===== config.mk =====
export PLATFORM = sky130hd
export DESIGN_NAME = ble6_lut6_cfg
export DESIGN_NICKNAME = d
export VERILOG_FILES = /design/src/rtl/ble6_lut6_cfg.sv
export SDC_FILE = /design/constraint.sdc
export NUM_CORES = 1
export LEC_CHECK = 0
export ABC_AREA = 1
export BUFFER_PORTS_ARGS = -buffer_cell sky130_fd_sc_hd__buf_4
export CAP_MARGIN = 15
export CORE_ASPECT_RATIO = 0.9
export CORE_MARGIN = 3
export CORE_UTILIZATION = 61
export CTS_CLUSTER_DIAMETER = 150
export DETAILED_ROUTE_END_ITERATION = 16
export PLACE_DENSITY = 0.91
export SETUP_SLACK_MARGIN = 0.05
export SYNTH_ARGS = -nofsm -noshare
export SYNTH_HDL_FRONTEND = slang
export SYNTH_SLANG_ARGS = --single-unit

===== constraint.sdc =====
create_clock -name clk -period 2 [get_ports clk]
set_input_delay 0.4 -clock clk [delete_from_list [all_inputs] [get_ports clk]]
set_output_delay 0.4 -clock clk [all_outputs]
set_load 0.02 [all_outputs]

===== src/rtl/ble6_lut6_cfg.sv =====
// BLE6 programmable K-input LUT with its word-serial configuration chain loader.
// A 2**LUT_K-entry truth table plus an output-select bit are shifted in LSB-first.
module ble6_lut6_cfg #(
    parameter int unsigned LUT_K = 6,
    parameter int unsigned CFG_W = 8
) (
    input  logic             clk,
    input  logic             reset,
    input  logic             cfg_start,
    input  logic             cfg_valid,
    input  logic [CFG_W-1:0] cfg_data,
    output logic             cfg_ready,
    output logic             cfg_done,
    input  logic [LUT_K-1:0] lut_in,
    output logic             lut_out,
    input  logic             ff_q,
    output logic             ble_out,
    output logic             ccff_tail
);

    localparam int unsigned TT_LEN    = 2 ** LUT_K;
    localparam int unsigned CHAIN_LEN = TT_LEN + 1;
    localparam int unsigned CNT_W     = $clog2(CHAIN_LEN + 1);
    localparam int unsigned NW        = $clog2(CFG_W + 1);

    localparam logic [CNT_W-1:0] CHAIN_LEN_C = CNT_W'(CHAIN_LEN);
    localparam logic [CNT_W-1:0] CFG_W_C     = CNT_W'(CFG_W);

    typedef enum logic [1:0] {
        IDLE,
        LOAD,
        SHIFT,
        DONE
    } state_t;

    state_t               state, state_nx;
    logic [CHAIN_LEN-1:0] mem, mem_nx;
    logic [CNT_W-1:0]     count, count_nx;
    logic [CFG_W-1:0]     hold, hold_nx;
    logic [NW-1:0]        remain, remain_nx;

    logic [CNT_W-1:0]     left_in_chain;
    logic [NW-1:0]        word_bits;
    logic [TT_LEN-1:0]    truth_table;
    logic                 out_sel;

    // Only the bits still missing from the chain are shifted; the tail of the last word is dropped.
    always_comb begin
        left_in_chain = CHAIN_LEN_C - count;
        word_bits     = (left_in_chain > CFG_W_C) ? NW'(CFG_W) : NW'(left_in_chain);
    end

    always_ff @(posedge clk or negedge reset) begin
        if (!reset) begin
            state  <= IDLE;
            mem    <= '0;
            count  <= '0;
            hold   <= '0;
            remain <= '0;
        end else begin
            state  <= state_nx;
            mem    <= mem_nx;
            count  <= count_nx;
            hold   <= hold_nx;
            remain <= remain_nx;
        end
    end

    always_comb begin
        state_nx  = state;
        mem_nx    = mem;
        count_nx  = count;
        hold_nx   = hold;
        remain_nx = remain;
        cfg_ready = (state == LOAD);
        cfg_done  = (state == DONE);

        // A restart wins over any handshake or shift in the same cycle; chain contents are kept.
        if (cfg_start) begin
            state_nx  = LOAD;
            count_nx  = '0;
            remain_nx = '0;
        end else begin
            case (state)
                IDLE: ;
                LOAD: begin
                    if (cfg_valid) begin
                        hold_nx   = cfg_data;
                        remain_nx = word_bits;
                        state_nx  = SHIFT;
                    end
                end
                SHIFT: begin
                    mem_nx    = {hold[0], mem[CHAIN_LEN-1:1]};
                    hold_nx   = hold >> 1;
                    count_nx  = count + CNT_W'(1);
                    remain_nx = remain - NW'(1);
                    if (remain == NW'(1)) begin
                        state_nx = (count_nx == CHAIN_LEN_C) ? DONE : LOAD;
                    end
                end
                DONE: ;
                default: state_nx = IDLE;
            endcase
        end
    end

    always_comb begin
        truth_table = mem[TT_LEN-1:0];
        out_sel     = mem[CHAIN_LEN-1];
        lut_out     = cfg_done & truth_table[lut_in];
        ble_out     = (cfg_done & out_sel) ? ff_q : lut_out;
        ccff_tail   = mem[0];
    end

endmodule


# After elaboration in Yosys (flattened, before gate mapping)

Cells that the tools add are included.

Flip-flop bits (word level): 86
Latch bits: 0
Bits in writable memories: 0
Bits in read-only memories: 0
Output and inout port bits: 5
Memories: 0

Add/subtract/negate cells: 3
Multipliers: 0
Div/mod/pow operators: 0
$lt $le $gt $ge: 2
Eq/ne operators: 8
Shift-type cells: 0
Multiplexer cells: 16
Bitwise operators: 3
Reductions and logical operators: 7

Operator list:

| kind                                                                  | number |
|---|---|
| 8-bit one-hot mux with 2 select lines                                 | 1 |
| 7-bit 2-to-1 mux                                                      | 2 |
| 4-bit 2-to-1 mux                                                      | 3 |
| 2-bit 2-to-1 mux                                                      | 4 |
| 8-bit 2-to-1 mux                                                      | 1 |
| 4-bit one-hot mux with 2 select lines                                 | 1 |
| 7-bit by 1-bit adder with 7-bit output (second input constant)        | 1 |
| 7-bit == test (second input constant)                                 | 1 |
| 7-bit by 4-bit > comparator with 1-bit output (second input constant) | 1 |
| 6-bit by 7-bit < comparator with 1-bit output (second input constant) | 1 |
| 7-bit subtractor (first input constant)                               | 1 |
| 1-bit binary-select mux with 6-bit select                             | 1 |
| 3-bit inequality test (second input constant)                         | 2 |
| 3-bit AND reduction                                                   | 2 |
| 2-bit == test (second input constant)                                 | 2 |
| 4-bit by 1-bit == test with 1-bit output (second input constant)      | 1 |
| 2-bit one-hot mux with 2 select lines                                 | 1 |
| 2-bit AND reduction                                                   | 2 |
| 2-bit nonzero test                                                    | 2 |
| 4-bit by 1-bit subtractor with 4-bit output (second input constant)   | 1 |
| 3-bit nonzero test                                                    | 1 |
| 1-bit bitwise AND                                                     | 2 |
| 2-bit by 1-bit == test with 1-bit output (second input constant)      | 1 |
| 1-bit 2-to-1 mux                                                      | 2 |
| 2 further kinds                                                       | 2 |

# Depth between registers and ports, before layout

Gate-level depths: netlist of run 1.

Word-level depth: 6
Gate-level depth with buffers: 13
Depth with buffers taken out: 11

# Worst setup path after synthesis of run 1

No wires, ideal clock.

Kind: input -> output
From: input port lut_in[0]
To: output port lut_out
Arrival time: 1.565 ns
Data required time: 1.600 ns
Path slack: 0.035 ns
Stages: 11
Cells stage by stage: buf_2 inv_2 buf_2 nand2_1 nand3_1 nand3_1 nand2_1 nand2_1 nand3_1 nand3_1 a21oi_1

Cells in the longest elaborated chain, start to end: 3

Ends and longest elaborated chain:

| element                                   | RTL line | text |
|---|---|---|
| from (decl)                               | 14       | `input logic [LUT_K-1:0] lut_in,` |
| 1-bit binary-select mux with 6-bit select | 111      | `lut_out = cfg_done & truth_table[lut_in];` |
| 1-bit 2-to-1 mux (not written as such)    | 111      |  |
| 1-bit bitwise AND                         | 111      |  |
| to (decl)                                 | 15       | `output logic lut_out,` |

No other way between the ends. The select of a mux whose other input is x is not followed.

# Final worst setup path of run 1

From: register mem[19]
To: output port ble_out

Cells in the longest elaborated chain, start to end: 4

Ends and longest elaborated chain:

| element                                   | RTL line | text |
|---|---|---|
| from (decl)                               | 37       | `logic [CHAIN_LEN-1:0] mem, mem_nx;` |
| from (signal assigned)                    | 62       | `mem <= mem_nx;` |
| 1-bit binary-select mux with 6-bit select | 111      |  |
| 1-bit 2-to-1 mux (not written as such)    | 111      |  |
| 1-bit bitwise AND                         | 111      |  |
| 1-bit 2-to-1 mux                          | 112      | `ble_out = (cfg_done & out_sel) ? ff_q : lut_out;` |
| to (decl)                                 | 17       | `output logic ble_out,` |

No other way between the ends. The select of a mux whose other input is x is not followed.

==> results of run 1 <==
-- cells in the mapped netlist --
library cell  instances  area [µm²]
nor3_1                4        20.0
nor2_1               11        41.3
xor2_1                5        43.8
nand3_1              57         285
a31oi_1               2        12.5
buf_6                 1        11.3
clkinv_2              1        5.00
o21ai_1               3        15.0
nor2_4                2        22.5
o21ai_0              22         110
buf_2                11        55.1
inv_2                 4        15.0
inv_1                35         131
or2_0                 1        6.26
clkbuf_1              8        30.0
dfrtp_1              86        2150
buf_4                 7        52.6
a41oi_1               1        8.76
nand2b_1              1        6.26
o22ai_1               6        37.5
ha_1                  7        87.6
nand3b_1              1        7.51
nand4_1               1        6.26
xnor2_1               1        8.76
o211ai_1              7        52.6
nand2_1             286        1070
nor2_2                1        6.26
a21oi_1               7        35.0
-- state kept, by name, indices dropped and copies added (netlist names) --
register / cells
state: 2
remain: 4
mem: 65
hold: 8
count: 7
-- worst max-delay path, stage by stage, from the launching register on --
cell and delay, ns:
dfrtp_1 0.39, nand2_1 0.08, nand3_1 0.09, nand3_1 0.11, nand2_1 0.07, nand2_1 0.09, nand3_2 0.07, nand3_2 0.11
nand3_2 0.08, nand2_1 0.08, inv_2 0.03, buf_6 0.12
-- power by group --
group          internal (mW)  switching [mW]  leakage [nW]
Sequential              1.92           0.120          1.17
Combinational          0.290           0.464          1.51
Clock                  0.723           0.671         0.112
Total                   2.94            1.25          2.79
-- cells by family (layout without fill, tap and decap cells) --
logic type	Yosys count	in the layout	synth area share
AO/OA/AOI/OAI	48	48	0.0626
XOR/XNOR	6	6	0.0121
adder cells (fa/ha/maj)	7	7	0.0202
buffers and inverters	67	131	0.0692
flip-flops	86	86	0.496
AND/OR/NAND/NOR	365	365	0.340
-- metal layers --
layer / up-vias / GRT usage / wire length, µm
met5: - / 0 / 0
met4: 0 / 0.0983 / 248
met3: 30 / 0.0719 / 842
met2: 209 / 0.462 / 5120
met1: 1907 / 0.381 / 4410
li1: 1940 / - / -
-- through the flow --
step | area (µm²) | setup WS, ns | util
after floorplan | 4340 | 0.129 | -
after global placement | 4630 | -0.0265 | 0.688
after detailed placement | 4630 | -0.0508 | 0.688
after CTS | 5140 | -0.000542 | 0.765
after global routing | 5180 | -0.203 | 0.770
final | 5180 | -0.0754 | 0.770
-- how the worst max path moves through the flow --
stage                              startpoint      end  cells after the start
after floorplan                     lut_in[0]  ble_out                     13
after global placement              lut_in[0]  ble_out                     14
after detailed placement            lut_in[0]  ble_out                     14
after CTS                 mem[45]$_DFFE_PN0P_  ble_out                     11
after global routing      mem[19]$_DFFE_PN0P_  ble_out                     11
final                     mem[19]$_DFFE_PN0P_  ble_out                     11
-- cell usage in the layout (no fill, tap or decap), drive strengths merged, types with 4 or more instances in the layout --
| cell type | Yosys | layout |
|---|---|---|
| a21oi | 7 | 7 |
| buf | 19 | 75 |
| clkbuf | 8 | 9 |
| dfrtp | 86 | 86 |
| ha | 7 | 7 |
| inv | 39 | 42 |
| nand2 | 286 | 286 |
| nand3 | 57 | 57 |
| nor2 | 14 | 14 |
| nor3 | 4 | 4 |
| o211ai | 7 | 7 |
| o21ai | 25 | 25 |
| o22ai | 6 | 6 |
| xor2 | 5 | 5 |
-- timing repair --
action / in CTS / in global routing
endpoints found under the hold margin: 0 / 0
setup endpoints to repair: 2 / 3
setup buffers: 33 / 3
cloned: 1 / 0
pin swaps: 17 / 7
gates resized for setup: 9 / 5
-- cell type report --
| class | instances | area [µm²] | area share |
|---|---|---|---|
| Clock buffer | 9 | 124 | 0.0239 |
| Clock inverter | 7 | 105 | 0.0203 |
| Inverter | 40 | 154 | 0.0297 |
| Multi-Input combinational cell | 426 | 1920 | 0.371 |
| Sequential cell | 86 | 2150 | 0.415 |
| Tap cell | 90 | 113 | 0.0217 |
| Timing Repair Buffer | 75 | 612 | 0.118 |
==> flow_summary.json, run 1 <==
{
  "routed_via_density": 5.57,
  "root_buffer": "clkbuf_8",
  "end_kind": "output pin",
  "cp-start-kind": "flip-flop",
  "drive_gt1_frac": 0.168,
  "timing.rr.start": "count[2]$_DFFE_PN0P_",
  "ir_worst_vdd_mv": 0.540,
  "clkSinkCount": 86,
  "grt_pass1_wl_mm": 18.2,
  "synth_area_um2": 4340,
  "dr.pass1.iters": 5,
  "final_antenna_net_count": 0,
  "slew_violations": 0,
  "synth_seq_cells": 86,
  "grt_use_total": 0.287,
  "drc": 0,
  "cts_tree": "done",
  "finalSetupTns_ns": -0.139,
  "placeableCoreArea_um2": 6730,
  "setup_ws_ns": -0.0754,
  "numCtsBuffers": 9,
  "ff2ff_path_depth": 11,
  "ys_warn_count": 0,
  "fin_cells": 733,
  "critPathKind": "reg2out",
  "synthCells": 579,
  "gp_congestion": 0.848,
  "rr_endpoint": "remain[3]$_DFFE_PN0P_",
  "post-dp-hpwl_mm": 6.47,
  "antenna_found_initial": 0,
  "fin_nets": 664,
  "io-pin-count": 24,
  "finalCriticalPeriod_ns": 2.08,
  "grt_max_degree": 66,
  "hp-class": "in2async",
  "wl_per_cell_um": 14.5,
  "row_count": 28,
  "die_area_um2": 8160,
  "run_status": "complete, but fails checks",
  "p_per_area_nw_per_um2": 809,
  "r2r_setup_slack_ns": 0.21,
  "syn-num-nets": 605,
  "fmax_mhz": 482,
  "grt_overflow": 0,
  "max-clock-path-buffers": 2,
  "die_y_um": 86.0,
  "port_buffers": 23,
  "violations": "negative hold slack, negative setup slack",
  "setup_viol": 2,
  "rsz0062_at_grt": "true",
  "report.power.total_mw": 4.19,
  "grt_pass1_vias": 3955,
  "drtIter0Drc": 380,
  "ys_types": 28,
  "syn_to_final_growth_pct": 19.4,
  "dp_cells": 680,
  "diodes": 0,
  "crit_required_ns": 1.60,
  "fillCellCount": 453,
  "worst_slew_pin_slew_ns": 0.647,
  "postSynthAreaPerCell_um2": 7.49,
  "critPathArrivalTime_ns": 1.68,
  "fp.dieW_um": 94.9,
  "whs_ns": -0.00287,
  "clk_pin_slew_ns": 0.09,
  "clk_latency_ns": 0.36,
  "hold_viol_final": 1,
  "crit_fanout": 2,
  "htreeDepth": 3,
  "wl_mm": 10.6,
  "yosysSeqAreaShare": 0.496,
  "min_period_over_period": 1.04,
  "p_leak_nw": 2.79,
  "clock_skew_ns": 0.00711,
  "cts-hold-fix-buffers": 0,
  "drv_cap": 0,
  "initial_core_util": 0.645,
  "vias": 4086,
  "relSlewSlack": 0.569
}
(Power assumes the default switching activity.)
==> inputs of run 2 (changes only) <==
- CORE_UTILIZATION: 61 -> 42
- PLACE_DENSITY: 0.91 -> 0.69
==> run 2 against run 1 <==
The run ends with negative setup slack left. First-iteration DRC count down 43%. Worst setup slack better by 0.040 ns. Cell area rose by 0.77%. Non-clock buffer count fell by 25. Core utilization down 24 points. Die area increased by 42%. Largest cell class unchanged. Clock power rose by 20%. Largest power group unchanged. Combinational power shrank 6.4%. Sequential power is essentially flat. Power up 5.4%.
==> flow_summary.json, run 2 (synthesized netlist as in run 1, its figures left out) <==
{
  "run_status": "complete, but fails checks",
  "violations": "negative setup slack",
  "critPathKind": "reg2out",
  "p_per_area_nw_per_um2": 846,
  "hold_viol_final": 0,
  "critPathMostFrequentCell": "nand2_1",
  "dr.pass1.iters": 4,
  "syn_to_final_growth_pct": 20.3,
  "postPlaceCellArea_um2": 4710,
  "setup_ws_ns": -0.0355,
  "finalCriticalPeriod_ns": 2.04,
  "top_regs": "mem (65), hold (8), count (7)",
  "slew_violations": 0,
  "die_y_um": 102,
  "layout_commonest_cell": "nand2_1",
  "cpPeakStageDelay_ns": 0.40,
  "slowest_stage": "dfrtp_1",
  "setup_viol": 1,
  "grt_max_degree": 66,
  "rsz0062_at_grt": "true",
  "initial_core_util": 0.440,
  "crit_fanout": 2,
  "vias": 3730,
  "hp-class": "in2async",
  "whs_ns": 0.0624,
  "row_count": 34,
  "drtIter0Drc": 218,
  "grt-busiest-layer": "met2",
  "antenna_found_initial": 0,
  "max-clock-path-buffers": 2,
  "cts_tree": "done",
  "p_leak_nw": 2.72,
  "cts-hold-fix-buffers": 0,
  "io-pin-count": 24,
  "htreeDepth": 3,
  "crit_required_ns": 1.60,
  "wl_mm": 9.70,
  "clk_latency_ns": 0.33,
  "final_antenna_net_count": 0,
  "postLayoutCellArea_um2": 5220,
  "routed_via_density": 5.01,
  "grt_overflow": 0,
  "use_met2": 0.308,
  "path_delay_family": "simple AND/OR/NAND/NOR gates",
  "drive_gt1_frac": 0.134,
  "post-place-ws_ns": -0.107,
  "grt_use_total": 0.179,
  "post-route-util": 0.529,
  "root_buffer": "clkbuf_16",
  "grtUsageMet3": 0.0379,
  "diodes": 0,
  "grt_use_met1": 0.228,
  "drc": 0,
  "fp.dieW_um": 113,
  "finalSetupTns_ns": -0.0355,
  "port_buffers": 23,
  "fin_nets": 639,
  "clk_pin_slew_ns": 0.06,
  "grt_pass1_vias": 3526,
  "wl_per_cell_um": 13.0,
  "end_kind": "output pin",
  "drv_cap": 0,
  "largest_reg_flops": 65,
  "cp_cell_sequence": "a21oi_2 > o21ai_1 > nand3_1 > nand2_1 > nand2_1 > nand3_2 > nand3_4 > nand3_2 > nand2_1 > inv_1 > buf_6",
  "fillCellCount": 904,
  "critPathArrivalTime_ns": 1.64,
  "mostFrequentLayoutCells": "286 x nand2_1, 86 x dfrtp_1, 50 x nand3_1",
  "fmax_mhz": 491,
  "numCtsBuffers": 9,
  "worst-path-buf-inv": 2,
  "gp_congestion": 0.877,
  "placeableCoreArea_um2": 9870,
  "min_period_over_period": 1.02,
  "post-dp-hpwl_mm": 6.39,
  "clkSinkCount": 86,
  "largest_register": "mem",
  "die_area_um2": 11600,
  "worst_slew_pin_slew_ns": 0.648,
  "cp-start-kind": "flip-flop",
  "clock_skew_ns": 0.00504,
  "relSlewSlack": 0.568,
  "ir_worst_vdd_mv": 0.533,
  "grt_pass1_wl_mm": 16.7
}
-- run 2: cell count changes in the layout (fill, tap and decap cells not counted), sizes merged --
cell / change
bufinv: -1
clkinv: +1
clkinvlp: +1
inv: -3
clkbuf: +2
buf: -25
-- run 2: cell type report --
class	count	area [µm²]	share of cell area
sequential	86	2150	0.412
multi-input combinational	426	1950	0.373
timing repair buffer	50	499	0.0956
clock buffer	11	243	0.0465
inverter	40	164	0.0314
tap	126	158	0.0302
clock inverter	5	58.8	0.0113
-- run 2: repair_timing --
item,in CTS,in global routing
buffers inserted,5,1
cloned,3,0
pin swaps,10,6
resized for setup,23,5
setup endpoints to repair,2,3
-- run 2: stage by stage --
stage / total power [mW] / std cells
after CTS: 4.46 / 743
after global placement: 2.71 / 719
after detailed placement: 2.73 / 719
final: 4.42 / 744
after global routing: 4.65 / 744
after floorplan: 2.48 / 579
-- run 2: final timing paths --
| path | from | endpoint | slack (ns) | depth (start not counted) |
|---|---|---|---|---|
| max | mem[45]$_DFFE_PN0P_ | ble_out | -0.04 | 11 |
| min | reset | hold[0]$_DFFE_PN0P_ | 0.06 | 1 |
| max reg2reg | count[1]$_DFFE_PN0P_ | remain[3]$_DFFE_PN0P_ | 0.29 | 11 |
| min reg2reg | hold[0]$_DFFE_PN0P_ | hold[0]$_DFFE_PN0P_ | 0.49 | 2 |
| max in group asynchronous | reset | mem[10]$_DFFE_PN0P_ | 1.39 | 2 |
| min in group clk | cfg_data[7] | hold[7]$_DFFE_PN0P_ | 0.28 | 3 |
-- run 2: worst register-to-register path, stage by stage, from the launching register on --
cell and delay (ns):
dfrtp_1 0.42, inv_1 0.12, ha_1 0.23, inv_1 0.05
nand2_1 0.04, nand2_1 0.09, a21oi_1 0.04, nand2b_1 0.15
nor2_2 0.15, nand3_1 0.09, o211ai_1 0.09, o21ai_0 0.11
-- run 2: per-layer routing --
metal / wire length (µm) / vias to the layer above
li1: - / 1890
met1: 4530 / 1762
met2: 4700 / 67
met3: 317 / 11
met4: 157 / 0
met5: 0 / -
-- run 2: power by group --
group | switching, mW | internal [mW] | leakage [nW]
Combinational | 0.426 | 0.280 | 1.41
Sequential | 0.112 | 1.93 | 1.17
Clock | 0.670 | 1.00 | 0.142
==> inputs of run 3 (changes only) <==
- CORE_UTILIZATION: 42 -> 54
- PLACE_DENSITY: 0.69 -> 0.83
==> run 3 against run 2 <==
The run still ends with negative setup slack left. Via count rose by 3.1%. Global-route usage rose by 4.5 points. Clock-buffer cell count is the same. Non-clock buffer count fell by 4. Clock power down 17%. Largest power group unchanged. Highest routed layer unchanged.
==> flow_summary.json, run 3 (synthesized netlist as in run 1, its figures left out) <==
{
  "whs_ns": 0.255,
  "vias": 3845,
  "min_period_over_period": 1.02,
  "drtIter0Drc": 254,
  "grt_pass1_vias": 3627,
  "critPathKind": "reg2out",
  "root_buffer": "clkbuf_8",
  "slew_violations": 0,
  "largest_register": "mem",
  "relSlewSlack": 0.555,
  "hold_path.startpoint": "cfg_data[7]",
  "routed_via_density": 5.42,
  "hp-class": "in2reg",
  "antenna_found_initial": 0,
  "row_count": 30,
  "fin_nets": 635,
  "critPathArrivalTime_ns": 1.64,
  "syn_to_final_growth_pct": 16.1,
  "cts_tree": "done",
  "grt_pass1_wl_mm": 16.6,
  "finalSetupTns_ns": -0.0622,
  "worst_slew_pin_slew_ns": 0.666,
  "p_int_mw": 2.97,
  "die_y_um": 91.0,
  "r2r_setup_slack_ns": 0.24,
  "run_status": "complete, but fails checks",
  "rsz0062_at_grt": "true",
  "violations": "negative setup slack",
  "drive_gt1_frac": 0.137,
  "setup_viol": 2,
  "crit_fanout": 2,
  "power_switching_share": 0.283,
  "cp-start-kind": "flip-flop",
  "clock_skew_ns": 0.00528,
  "p_comb_frac": 0.171,
  "power.switching_mw": 1.17,
  "worst-path-buf-inv": 2,
  "port_buffers": 23,
  "fillCellCount": 635,
  "mostFrequentLayoutCells": "283 x nand2_1, 86 x dfrtp_1, 47 x nand3_1",
  "crit_required_ns": 1.60,
  "p_clk_frac": 0.336,
  "p_per_area_nw_per_um2": 822,
  "slowest_stage": "dfrtp_1",
  "cpPeakStageDelay_ns": 0.40,
  "startpoint": "mem[45]$_DFFE_PN0P_",
  "p_leak_nw": 2.66,
  "seqPwrFrac": 0.493,
  "setup_ws_ns": -0.0419,
  "path_delay_family": "simple AND/OR/NAND/NOR gates",
  "wl_per_cell_um": 13.5,
  "grt_use_total": 0.224,
  "placeableCoreArea_um2": 7660,
  "ir_worst_vdd_mv": 0.471,
  "io-pin-count": 24,
  "initial_core_util": 0.567,
  "numCtsBuffers": 9,
  "die_area_um2": 9150,
  "finalCriticalPeriod_ns": 2.04,
  "top_regs": "mem (65), hold (8), count (7)",
  "wl_mm": 9.61,
  "clk_pin_slew_ns": 0.09,
  "htreeDepth": 3,
  "cp_cell_sequence": "a21oi_1 > o21ai_1 > nand3_1 > nand2_1 > nand2_1 > nand3_2 > nand3_2 > nand3_2 > nand2_1 > inv_1 > buf_6",
  "hold_viol_final": 0,
  "largest_reg_flops": 65,
  "fmax_mhz": 490,
  "drv_cap": 0,
  "clkSinkCount": 86,
  "post-dp-hpwl_mm": 6.29,
  "final_antenna_net_count": 0,
  "max-clock-path-buffers": 2,
  "drc": 0,
  "diodes": 0,
  "end_kind": "output pin",
  "grt_max_degree": 64,
  "fp.dieW_um": 100,
  "gp_congestion": 0.882,
  "grt_overflow": 0,
  "timing.rr.start": "state[1]$_DFFE_PN0P_",
  "dr.pass1.iters": 5,
  "layout_commonest_cell": "nand2_1",
  "clk_latency_ns": 0.35
}
-- run 3: cell count changes in the layout (fill, tap and decap cells not counted), sizes merged --
cell	previous run	this run
buf	50	45
bufinv	1	2
clkinvlp	2	1
dlygate4sd3	0	1
-- run 3: layout make-up --
cell class / count / area, µm² / share of cell area
clock buffers: 11 / 151 / 0.0301
inverters: 40 / 154 / 0.0306
well taps: 96 / 120 / 0.0239
clock inverters: 5 / 81.3 / 0.0161
multi-input cells: 426 / 1950 / 0.387
flip-flops and latches: 86 / 2150 / 0.427
repair buffers: 46 / 427 / 0.0847
-- run 3: per-stage QoR --
step	setup WS [ns]	total power [mW]	utilization	cells	area, µm²
3_3_place_gp	-0.0750	2.70	0.609	685	4670
4_1_cts	-0.0356	4.14	0.646	704	4950
2_1_floorplan	0.129	2.48	-	579	4340
5_1_grt	-0.174	4.35	0.658	710	5040
6_report	-0.0419	4.14	0.658	710	5040
3_5_place_dp	-0.0918	2.74	0.609	685	4670
-- run 3: path summary, 6_finish.rpt --
kind	to	cells past startpoint
min reg2reg	hold[0]$_DFFE_PN0P_	2
min in group asynchronous	mem[47]$_DFFE_PN0P_	2
min	hold[7]$_DFFE_PN0P_	3
max	ble_out	11
max in group asynchronous	mem[57]$_DFFE_PN0P_	3
max reg2reg	mem[31]$_DFFE_PN0P_	8
-- run 3: power groups by stage --
stage | Combinational, mW | Clock [mW] | Sequential (mW)
final | 0.708 | 1.39 | 2.04
after global routing | 0.804 | 1.48 | 2.07
after CTS | 0.678 | 1.41 | 2.04
after detailed placement | 0.661 | 0 | 2.08
after global placement | 0.633 | 0 | 2.07
after floorplan | 0.430 | 0 | 2.05
-- run 3: repair_timing --
action	CTS	global route
pin swaps	8	13
buffers inserted	2	6
hold endpoints to repair	23	0
cloned	0	0
setup endpoints to repair	2	4
gates resized for setup	6	11
hold buffers	1	0
-- run 3: per-layer routing --
layer	track usage	up-vias	wire length, µm
li1	-	1876	-
met1	0.312	1840	4310
met2	0.343	110	4580
met3	0.0461	19	477
met4	0.0875	0	240
met5	0	-	0
-- run 3: worst reg2reg max path, delay by kind of cell (launching register included) --
family                 cells  cell delay, ns
buffers and inverters      4            0.84
AND/OR/NAND/NOR            4            0.44
flip-flops                 1            0.42
